<file path="src/rtl/sram_controller_pkg.sv">
// Shared types and constants for the two-half-word SRAM access controller.
// Holds the FSM state encoding, SRAM geometry and the byte-address to word-index mapping.
package sram_controller_pkg;

  localparam int SRAM_DW               = 16;
  localparam int SRAM_AW               = 18;
  localparam int IDX_W                 = SRAM_AW - 1;
  localparam int DATA_MEM_BASE_DEFAULT = 1024;

  typedef enum logic [2:0] {
    ST_IDLE,
    ST_LOW,
    ST_HIGH,
    ST_WAIT,
    ST_DONE
  } state_t;

  // Word index relative to the data-memory base, wrapped to the SRAM word space.
  function automatic logic [IDX_W-1:0] word_index(input logic [31:0] addr,
                                                  input logic [31:0] base);
    return IDX_W'((addr - base) >> 2);
  endfunction

endpackage

</file>
<file path="src/rtl/sram_controller_if.sv">
// Pipeline-side request/response bus plus the external SRAM pins of the controller.
// The controller uses the slave modport; the pipeline/SRAM side uses master.
interface sram_controller_if;
  import sram_controller_pkg::*;

  logic               wr_en;
  logic               rd_en;
  logic [31:0]        address;
  logic [31:0]        write_data;
  logic [31:0]        read_data;
  logic               ready;
  logic [SRAM_AW-1:0] SRAM_ADDR;
  logic               SRAM_WE_N;
  logic [SRAM_DW-1:0] SRAM_DQ_out;
  logic               SRAM_DQ_oe;
  logic [SRAM_DW-1:0] SRAM_DQ_in;

  modport master (
    output wr_en, rd_en, address, write_data, SRAM_DQ_in,
    input  read_data, ready, SRAM_ADDR, SRAM_WE_N, SRAM_DQ_out, SRAM_DQ_oe
  );

  modport slave (
    input  wr_en, rd_en, address, write_data, SRAM_DQ_in,
    output read_data, ready, SRAM_ADDR, SRAM_WE_N, SRAM_DQ_out, SRAM_DQ_oe
  );

endinterface

</file>
<file path="src/rtl/sram_controller.sv">
// Splits each 32-bit load/store into two 16-bit SRAM accesses (low then high half),
// followed by an optional settling wait; ready stalls the pipeline until DONE.
module sram_controller
  import sram_controller_pkg::*;
#(
  parameter int WAIT_CYCLES   = 2,
  parameter int DATA_MEM_BASE = DATA_MEM_BASE_DEFAULT
) (
  input  logic clk,
  input  logic rst,
  sram_controller_if.slave bus
);

  localparam logic [3:0] WAIT_LAST = (WAIT_CYCLES > 0) ? 4'(WAIT_CYCLES - 1) : 4'd0;

  state_t             r_state;
  logic [3:0]         r_wait_cnt;
  logic               r_is_write;
  logic [IDX_W-1:0]   r_index;
  logic [15:0]        r_wdata_hi;
  logic [31:0]        r_read_data;
  logic [SRAM_AW-1:0] r_sram_addr;
  logic               r_we_n;
  logic               r_dq_oe;
  logic [15:0]        r_dq_out;

  logic               w_req;
  logic [IDX_W-1:0]   w_index;

  assign w_req   = bus.wr_en | bus.rd_en;
  assign w_index = word_index(bus.address, 32'(DATA_MEM_BASE));

  // SRAM pins are registered, so they are loaded one state ahead of the access they drive.
  always_ff @(posedge clk or negedge rst) begin
    if (!rst) begin
      r_state     <= ST_IDLE;
      r_wait_cnt  <= 4'd0;
      r_is_write  <= 1'b0;
      r_index     <= '0;
      r_wdata_hi  <= 16'd0;
      r_read_data <= 32'd0;
      r_sram_addr <= '0;
      r_we_n      <= 1'b1;
      r_dq_oe     <= 1'b0;
      r_dq_out    <= 16'd0;
    end else begin
      case (r_state)
        ST_IDLE: begin
          if (w_req) begin
            r_state     <= ST_LOW;
            r_is_write  <= bus.wr_en;
            r_index     <= w_index;
            r_wdata_hi  <= bus.write_data[31:16];
            r_sram_addr <= {w_index, 1'b0};
            r_we_n      <= ~bus.wr_en;
            r_dq_oe     <= bus.wr_en;
            if (bus.wr_en) r_dq_out <= bus.write_data[15:0];
          end
        end
        ST_LOW: begin
          if (!r_is_write) r_read_data[15:0] <= bus.SRAM_DQ_in;
          else             r_dq_out          <= r_wdata_hi;
          r_sram_addr <= {r_index, 1'b1};
          r_state     <= ST_HIGH;
        end
        ST_HIGH: begin
          if (!r_is_write) r_read_data[31:16] <= bus.SRAM_DQ_in;
          r_sram_addr <= '0;
          r_we_n      <= 1'b1;
          r_dq_oe     <= 1'b0;
          r_wait_cnt  <= 4'd0;
          r_state     <= (WAIT_CYCLES == 0) ? ST_DONE : ST_WAIT;
        end
        ST_WAIT: begin
          if (r_wait_cnt == WAIT_LAST) r_state    <= ST_DONE;
          else                         r_wait_cnt <= r_wait_cnt + 4'd1;
        end
        ST_DONE: r_state <= ST_IDLE;
        default: r_state <= ST_IDLE;
      endcase
    end
  end

  // A dropped request sees ready high, so a flush never waits on an access in flight.
  assign bus.ready       = ~(w_req & (r_state != ST_DONE));
  assign bus.read_data   = r_read_data;
  assign bus.SRAM_ADDR   = r_sram_addr;
  assign bus.SRAM_WE_N   = r_we_n;
  assign bus.SRAM_DQ_out = r_dq_out;
  assign bus.SRAM_DQ_oe  = r_dq_oe;

endmodule

</file>
<file path="src/flat_wrapper.sv">
// flat-port wrapper written by rule: the top's interface ports become plain ports
module sram_controller_flat import sram_controller_pkg::*;
#(
  parameter int WAIT_CYCLES   = 2,
  parameter int DATA_MEM_BASE = DATA_MEM_BASE_DEFAULT
)
  (clk, rst, bus_wr_en, bus_rd_en, bus_address, bus_write_data, bus_SRAM_DQ_in, bus_read_data, bus_ready, bus_SRAM_ADDR, bus_SRAM_WE_N, bus_SRAM_DQ_out, bus_SRAM_DQ_oe);
  sram_controller_if bus_i ();
  input  logic clk;
  input  logic rst;
  input wire logic [$bits(bus_i.wr_en)-1:0] bus_wr_en;
  input wire logic [$bits(bus_i.rd_en)-1:0] bus_rd_en;
  input wire logic [$bits(bus_i.address)-1:0] bus_address;
  input wire logic [$bits(bus_i.write_data)-1:0] bus_write_data;
  input wire logic [$bits(bus_i.SRAM_DQ_in)-1:0] bus_SRAM_DQ_in;
  output wire logic [$bits(bus_i.read_data)-1:0] bus_read_data;
  output wire logic [$bits(bus_i.ready)-1:0] bus_ready;
  output wire logic [$bits(bus_i.SRAM_ADDR)-1:0] bus_SRAM_ADDR;
  output wire logic [$bits(bus_i.SRAM_WE_N)-1:0] bus_SRAM_WE_N;
  output wire logic [$bits(bus_i.SRAM_DQ_out)-1:0] bus_SRAM_DQ_out;
  output wire logic [$bits(bus_i.SRAM_DQ_oe)-1:0] bus_SRAM_DQ_oe;
  assign bus_i.wr_en = bus_wr_en;
  assign bus_i.rd_en = bus_rd_en;
  assign bus_i.address = bus_address;
  assign bus_i.write_data = bus_write_data;
  assign bus_i.SRAM_DQ_in = bus_SRAM_DQ_in;
  assign bus_read_data = bus_i.read_data;
  assign bus_ready = bus_i.ready;
  assign bus_SRAM_ADDR = bus_i.SRAM_ADDR;
  assign bus_SRAM_WE_N = bus_i.SRAM_WE_N;
  assign bus_SRAM_DQ_out = bus_i.SRAM_DQ_out;
  assign bus_SRAM_DQ_oe = bus_i.SRAM_DQ_oe;
  sram_controller #(.WAIT_CYCLES(WAIT_CYCLES), .DATA_MEM_BASE(DATA_MEM_BASE)) u_core (.clk(clk), .rst(rst), .bus(bus_i));
endmodule
</file>
<file path="config.mk">
export PLATFORM = sky130hd
export DESIGN_NAME = sram_controller_flat
export DESIGN_NICKNAME = d
export VERILOG_FILES = /design/src/rtl/sram_controller_pkg.sv /design/src/rtl/sram_controller_if.sv /design/src/rtl/sram_controller.sv /design/src/flat_wrapper.sv
export SDC_FILE = /design/constraint.sdc
export NUM_CORES = 1
export LEC_CHECK = 0
export CORE_UTILIZATION = 68
export DETAILED_ROUTE_END_ITERATION = 8
export DONT_BUFFER_PORTS = 1
export GPL_ROUTABILITY_DRIVEN = 1
export PLACE_DENSITY = 0.84
export SETUP_SLACK_MARGIN = 0.15
export SLEW_MARGIN = 20
export SYNTH_ARGS = -nofsm -noshare
export SYNTH_HDL_FRONTEND = slang
export SYNTH_SLANG_ARGS = --single-unit
export TNS_END_PERCENT = 5
</file>
<file path="constraint.sdc">
create_clock -name clk -period 4.1 [get_ports clk]
set_clock_uncertainty 0.2 [all_clocks]
set_input_delay 0.82 -clock clk [delete_from_list [all_inputs] [get_ports clk]]
set_output_delay 0.82 -clock clk [all_outputs]
set_load 0.02 [all_outputs]
</file>
Word-level counts from Yosys, hierarchy flattened
Cells that the tools add are included.
{ "totals": {"regBits": 109, "latch_bits": 0, "mem_bits_rw": 0, "romBits": 0, "inputBits": 84, "elab_cells": 56, "n_memories": 0} }
{ "op_classes": {"addsub": 2, "n_mul": 0, "div_mod_pow": 0, "n_lt_le_gt_ge": 0, "n_eq_ne": 10, "shift": 0, "mux": 15, "bitwise_logic": 5, "reduce_logical": 13} }
{ "op_table": {"columns": ["cell", "count"], "rows": [
  ["$pmux 18 s3", 1],
  ["$mux 16", 3],
  ["$pmux 16 s2", 1],
  ["$sub 19x11->19 const B", 1],
  ["$mux 18", 1],
  ["$reduce_and 2->1", 7],
  ["$pmux 3 s4", 1],
  ["$pmux 4 s2", 1],
  ["$eq 3x2->1 const B", 2],
  ["$mux 3", 2],
  ["$ne 2x1->1 const B", 3],
  ["$reduce_bool 2->1", 3],
  ["$add 4x1->4 const B", 1],
  ["$eq 4x1->1 const B", 1],
  ["$mux 4", 1],
  ["$ne 2x2->1 const B", 2],
  ["$pmux 1 s2", 2],
  ["$reduce_and 4->1", 1],
  ["$eq 3x1->1 const B", 1],
  ["$logic_not 3->1", 1],
  ["$ne 3x3->1 const B", 1],
  ["$not 1->1", 3],
  ["$reduce_bool 3->1", 1],
  ["$mux 1", 2],
  ["other kinds (2)", 2]
]} }

Logic depth before layout (Yosys ltp)
{ "depth": {"ltp_word": 3, "ltp_mapped": 7, "mapped_depth_nobuf": 6} }

Worst setup path before layout
Ideal clock, no wire load.
{ "synth_path": {"path_type": "input port to output port", "start": "input port bus_wr_en", "end": "output port bus_ready", "arrival_time_ns": 1.453, "t_required_ns": 3.080, "slack_ns": 1.627, "stages": 2, "n_path_buf": 1, "cell_sequence": "clkbuf_2 o21ai_0"} }
{ "synth_between": {"elab_chain_len": 3} }
{ "synth_rtl": {"columns": ["element", "line_no", "rtl"], "rows": [
  ["start, declared", "flat_wrapper.sv:11", "input wire logic [$bits(bus_i.wr_en)-1:0] bus_wr_en;"],
  ["$or 1x1->1", "sram_controller.sv:30", "assign w_req = bus.wr_en | bus.rd_en;"],
  ["$and 1x1->1", "sram_controller.sv:85", "assign bus.ready = ~(w_req & (r_state != ST_DONE));"],
  ["$not 1->1", "sram_controller.sv:85", null],
  ["end, declared", "flat_wrapper.sv:17", "output wire logic [$bits(bus_i.ready)-1:0] bus_ready;"]
]} }
No other way between the ends.

Final worst setup path
{ "layout_path": {"start": "register u_core.r_state[0]", "end": "register u_core.r_dq_out[7] (netlist: u_core.bus.SRAM_DQ_out[7])"} }
{ "layout_between": {"elab_chain_len": 3} }
{ "layout_rtl": {"columns": ["element", "line_no", "rtl"], "rows": [
  ["start, declared", "sram_controller.sv:16", "state_t r_state;"],
  ["start signal, assigned", "sram_controller.sv:72", "r_state <= (WAIT_CYCLES == 0) ? ST_DONE : ST_WAIT;"],
  ["$eq 3x1->1 or $logic_not 3->1 (tied branches)", "sram_controller.sv:47", "case (r_state)"],
  ["$ne 2x1->1 (no line), or another cell as far along", null, null],
  ["$reduce_and 4->1 (no line)", null, null],
  ["end signal, assigned", "sram_controller.sv:57", "if (bus.wr_en) r_dq_out <= bus.write_data[15:0];"],
  ["end signal, assigned", "sram_controller.sv:62", "else r_dq_out <= r_wdata_hi;"],
  ["end, declared", "sram_controller.sv:25", "logic [15:0] r_dq_out;"]
]} }
Several ways; a longest one is shown, not always the timed one.
A chain may end at the register's enable or synchronous reset.

==> impl_metrics.yaml <==
power:
  switching_power_w: 0.001995
  seqPwrFrac: 0.539
  pwr_density_cell_nw_per_um2: 927.8
  static-leakage-power_nw: 2.211
  power.internal_w: 0.002579
  share_comb_of_total_power: 0.309
  power.share.clock: 0.151
  power.switching_fraction: 0.4362
  power.ir.vdd_worst_v: 0.0004005
route:
  routedWlPerCell_um: 18.72
  viasPerCell: 6.256
  post-route-drc-count: 0
  overall_routed_net_length_um: 9359
  initialDrtViolationCount: 154
  drt_pre_antenna_iters: 4
  antenna_violating_nets_remaining: 0
  via_count: 3128
clock_network:
  clock-root-buffer: "sky130_fd_sc_hd__clkbuf_8"
  cts_buffer_depth: 2
  tritoncts: "yes"
  path_clk_slew_ns: 0.10
  clock_sinks: 109
  clock_tree.htree_level_count: 3
  clock_insertion_delay_worst_skew_ns: 0.37
  total_clock_buffers_created_by_cts: 9
  buffers_inserted_during_post_cts_setup_optimization: 0
timing:
  max_freq_mhz: 373.9
  hold-worst-slack_ns: 0.08449
  hold_viol: 0
  setup-tns-final_ns: 0
  period_minus_ws_final_ns: 2.674
  part_of_the_cycle_the_worst_path_needs: 0.6523
  worst_max_slew_margin_expressed_relative_to_the_limit: 0.3097
  setup_viol: 0
  tightestPinTransition_ns: 1.034
  report.final.slew_viol_count: 0
  grt_setup_unrepaired: "false"
grt:
  global_route_wire_length_before_repair_um: 15110
  globalRouteTotalUtil: 0.2712
  grt_start_max_net_pins: 109
  vias_in_the_first_global_route: 3123
  grt.overflow.total: 0
  grt_antenna_before_repair: 0
final_layout:
  antenna_cells: 0
  fin_area_um2: 4931
  layout.cells.most_common: "sky130_fd_sc_hd__dfrtp_1"
  num-fill-cells: 437
  design.final.nets: 506
  fraction_of_layout_instances_using_a_drive_strength_above_1: 0.1466
  area_delta_synth_final_pct: 4.953
  layout_common_cells: "108 x sky130_fd_sc_hd__dfrtp_1, 106 x sky130_fd_sc_hd__nand2_1, 38 x sky130_fd_sc_hd__o21ai_0, 32 x sky130_fd_sc_hd__mux2_2, 24 x sky130_fd_sc_hd__nor2_1"
critical_path:
  critical_path_peak_fanout: 32
  worst_path_cell_trace: "nand2b_1, nor2_4, mux2i_1, o21ai_0"
  regToRegStartpoint: "u_core.r_state[0]$_DFFE_PN0P_"
  required_ns: 4.12
  timing.setup.critical_path_class: "register to register"
  crit_path_launch: "u_core.r_state[0]$_DFFE_PN0P_"
  worstSetupEndpointType: "register"
  critical_path.top_delay_family: "simple AND/OR/NAND/NOR gates"
  worst-path-buf-inv: 0
  timing.critical_path.from_type: "register"
  worst-endpoint-arrival_ns: 2.69
  cpPeakStageDelay_ns: 0.82
  cpMaxStageDelayCell: "sky130_fd_sc_hd__nor2_4"
floorplan:
  initial_utilization: 0.7234
  die-height_um: 85.12
  rows: 29
  die_x_um: 85.12
  pin_count: 153
  floorplan.core_area_um2: 6495
  die-area_um2: 7245
placed_design:
  io_buffers: 0
  place_hpwl_um: 6352
  detailed_place.area_um2: 4691
  gp_congestion: 0.8289
yosys:
  synth_largest_area_cell: "sky130_fd_sc_hd__dfrtp_1"
  synth_top_area_share: 0.5752
  synth.yosys.seq_area_share: 0.5808
  avgSynthCellArea_um2: 10.93
  synth_warnings: 0
  synthTopCellsByArea: "sky130_fd_sc_hd__dfrtp_1 58%, sky130_fd_sc_hd__nand2_1 8.5%, sky130_fd_sc_hd__mux2_2 7.7%, sky130_fd_sc_hd__o21ai_0 4.0%, sky130_fd_sc_hd__mux2i_1 3.6%"
  mappedNetlistArea_um2: 4698
  syn_inst: 430
  syn-num-nets: 517
  postSynthRegisterBits: 109
  synth.lib_cells_used.distinct: 44
status:
  status: "finished clean"
run:
  total_of_max_cap_violations: 0
worst_hold_path:
  worstHoldPathType: "input pin to asynchronous set/reset pin"
cell usage after synthesis, drive strengths merged:
library cell / count
a211o: 1
a211oi: 1
a21boi: 2
a21o: 3
a21oi: 4
a221oi: 9
a22o: 2
a22oi: 1
a2bb2oi: 4
buf: 16
clkbuf: 9
dfrtp: 108
dfstp: 1
ha: 3
inv: 4
mux2: 32
mux2i: 17
nand2: 106
nand2b: 3
nand3: 4
nand3b: 1
nor2: 26
nor2b: 3
nor3: 5
nor3b: 3
nor4: 4
o21ai: 42
o22a: 3
o22ai: 2
o31ai: 1
or3: 2
or4: 1
xnor2: 5
xor2: 2
cell type report:
cell class / instances / area (um^2) / area share
Tap cell: 77 / 96.34 / 0.01954
Clock inverter: 6 / 88.84 / 0.01802
Inverter: 4 / 15.01 / 0.003045
Timing Repair Buffer: 3 / 42.54 / 0.008627
Sequential cell: 109 / 2729 / 0.5534
Clock buffer: 9 / 123.9 / 0.02512
Multi-Input combinational cell: 292 / 1836 / 0.3722
metal layers:
metal / track usage / vias up / wire, um / share of wire
li1: - / 1432 / - / -
met1: 0.3394 / 1564 / 3729 / 0.40
met2: 0.4501 / 122 / 4685 / 0.50
met3: 0.09533 / 10 / 820 / 0.088
met4: 0.07858 / 0 / 124 / 0.013
met5: 0 / - / 0 / 0
path summary, 6_finish.rpt:
kind / cells after the start / slack (ns) / endpoint
worst max-delay path: 4 / 1.43 / u_core.bus.SRAM_DQ_out[7]$_DFFE_PN0P_
worst min-delay path: 0 / 0.08 / u_core.bus.SRAM_WE_N$_DFFE_PN1P_
worst max register to register: 4 / 1.43 / u_core.bus.SRAM_DQ_out[7]$_DFFE_PN0P_
worst min register to register: 2 / 0.29 / u_core.r_index[0]$_DFFE_PN0P_
max in group asynchronous: 1 / 3.14 / u_core.r_index[4]$_DFFE_PN0P_
min in group clk: 2 / 0.29 / u_core.r_index[0]$_DFFE_PN0P_
worst reg2reg max path, stage by stage (launching register included):
cell	delay (ns)
sky130_fd_sc_hd__dfrtp_1	0.80
sky130_fd_sc_hd__nand2b_1	0.33
sky130_fd_sc_hd__nor2_4	0.82
sky130_fd_sc_hd__mux2i_1	0.29
sky130_fd_sc_hd__o21ai_0	0.09
state kept, by name, summed over array words and instances (netlist names), 3 cells and up:
signal	count
u_core.bus.read_data	32
u_core.r_wdata_hi	16
u_core.bus.SRAM_ADDR	18
u_core.r_index	17
u_core.r_wait_cnt	4
u_core.bus.SRAM_DQ_out	16
u_core.r_state	3
power by group through the flow:
stage                     sequential (W)  combinational [W]  clock, W
final                            0.00247            0.00142  0.000692
after global placement           0.00245            0.00133         0
after global routing             0.00254            0.00160  0.000739
after floorplan                  0.00230            0.00125         0
after detailed placement         0.00249            0.00141         0
after CTS                        0.00247            0.00143  0.000701
cell families after synthesis:
family	after synthesis	share of synthesized area
flops	109	0.5808
buf+inv	29	0.03222
compound gates	75	0.1009
fa+ha+maj	3	0.007990
mux	49	0.1129
xor+xnor	7	0.01305
simple gates	158	0.1521
repair_timing:
action                                  CTS  global route
resized for setup                         0             0
hold buffers                              1             0
endpoints found under the setup margin    0             0
endpoints found under the hold margin   108             0
stage by stage:
stage / std cells / power, W / setup slack [ns] / util
4_1_cts: 500 / 0.004603 / 1.406 / 0.7592
6_report: 500 / 0.004575 / 1.426 / 0.7592
3_3_place_gp: 484 / 0.003785 / 1.455 / 0.7222
3_5_place_dp: 484 / 0.003896 / 1.421 / 0.7222
2_1_floorplan: 430 / 0.003557 / 1.627 / -
5_1_grt: 500 / 0.004878 / 1.205 / 0.7592
(Power assumes the default switching activity.)
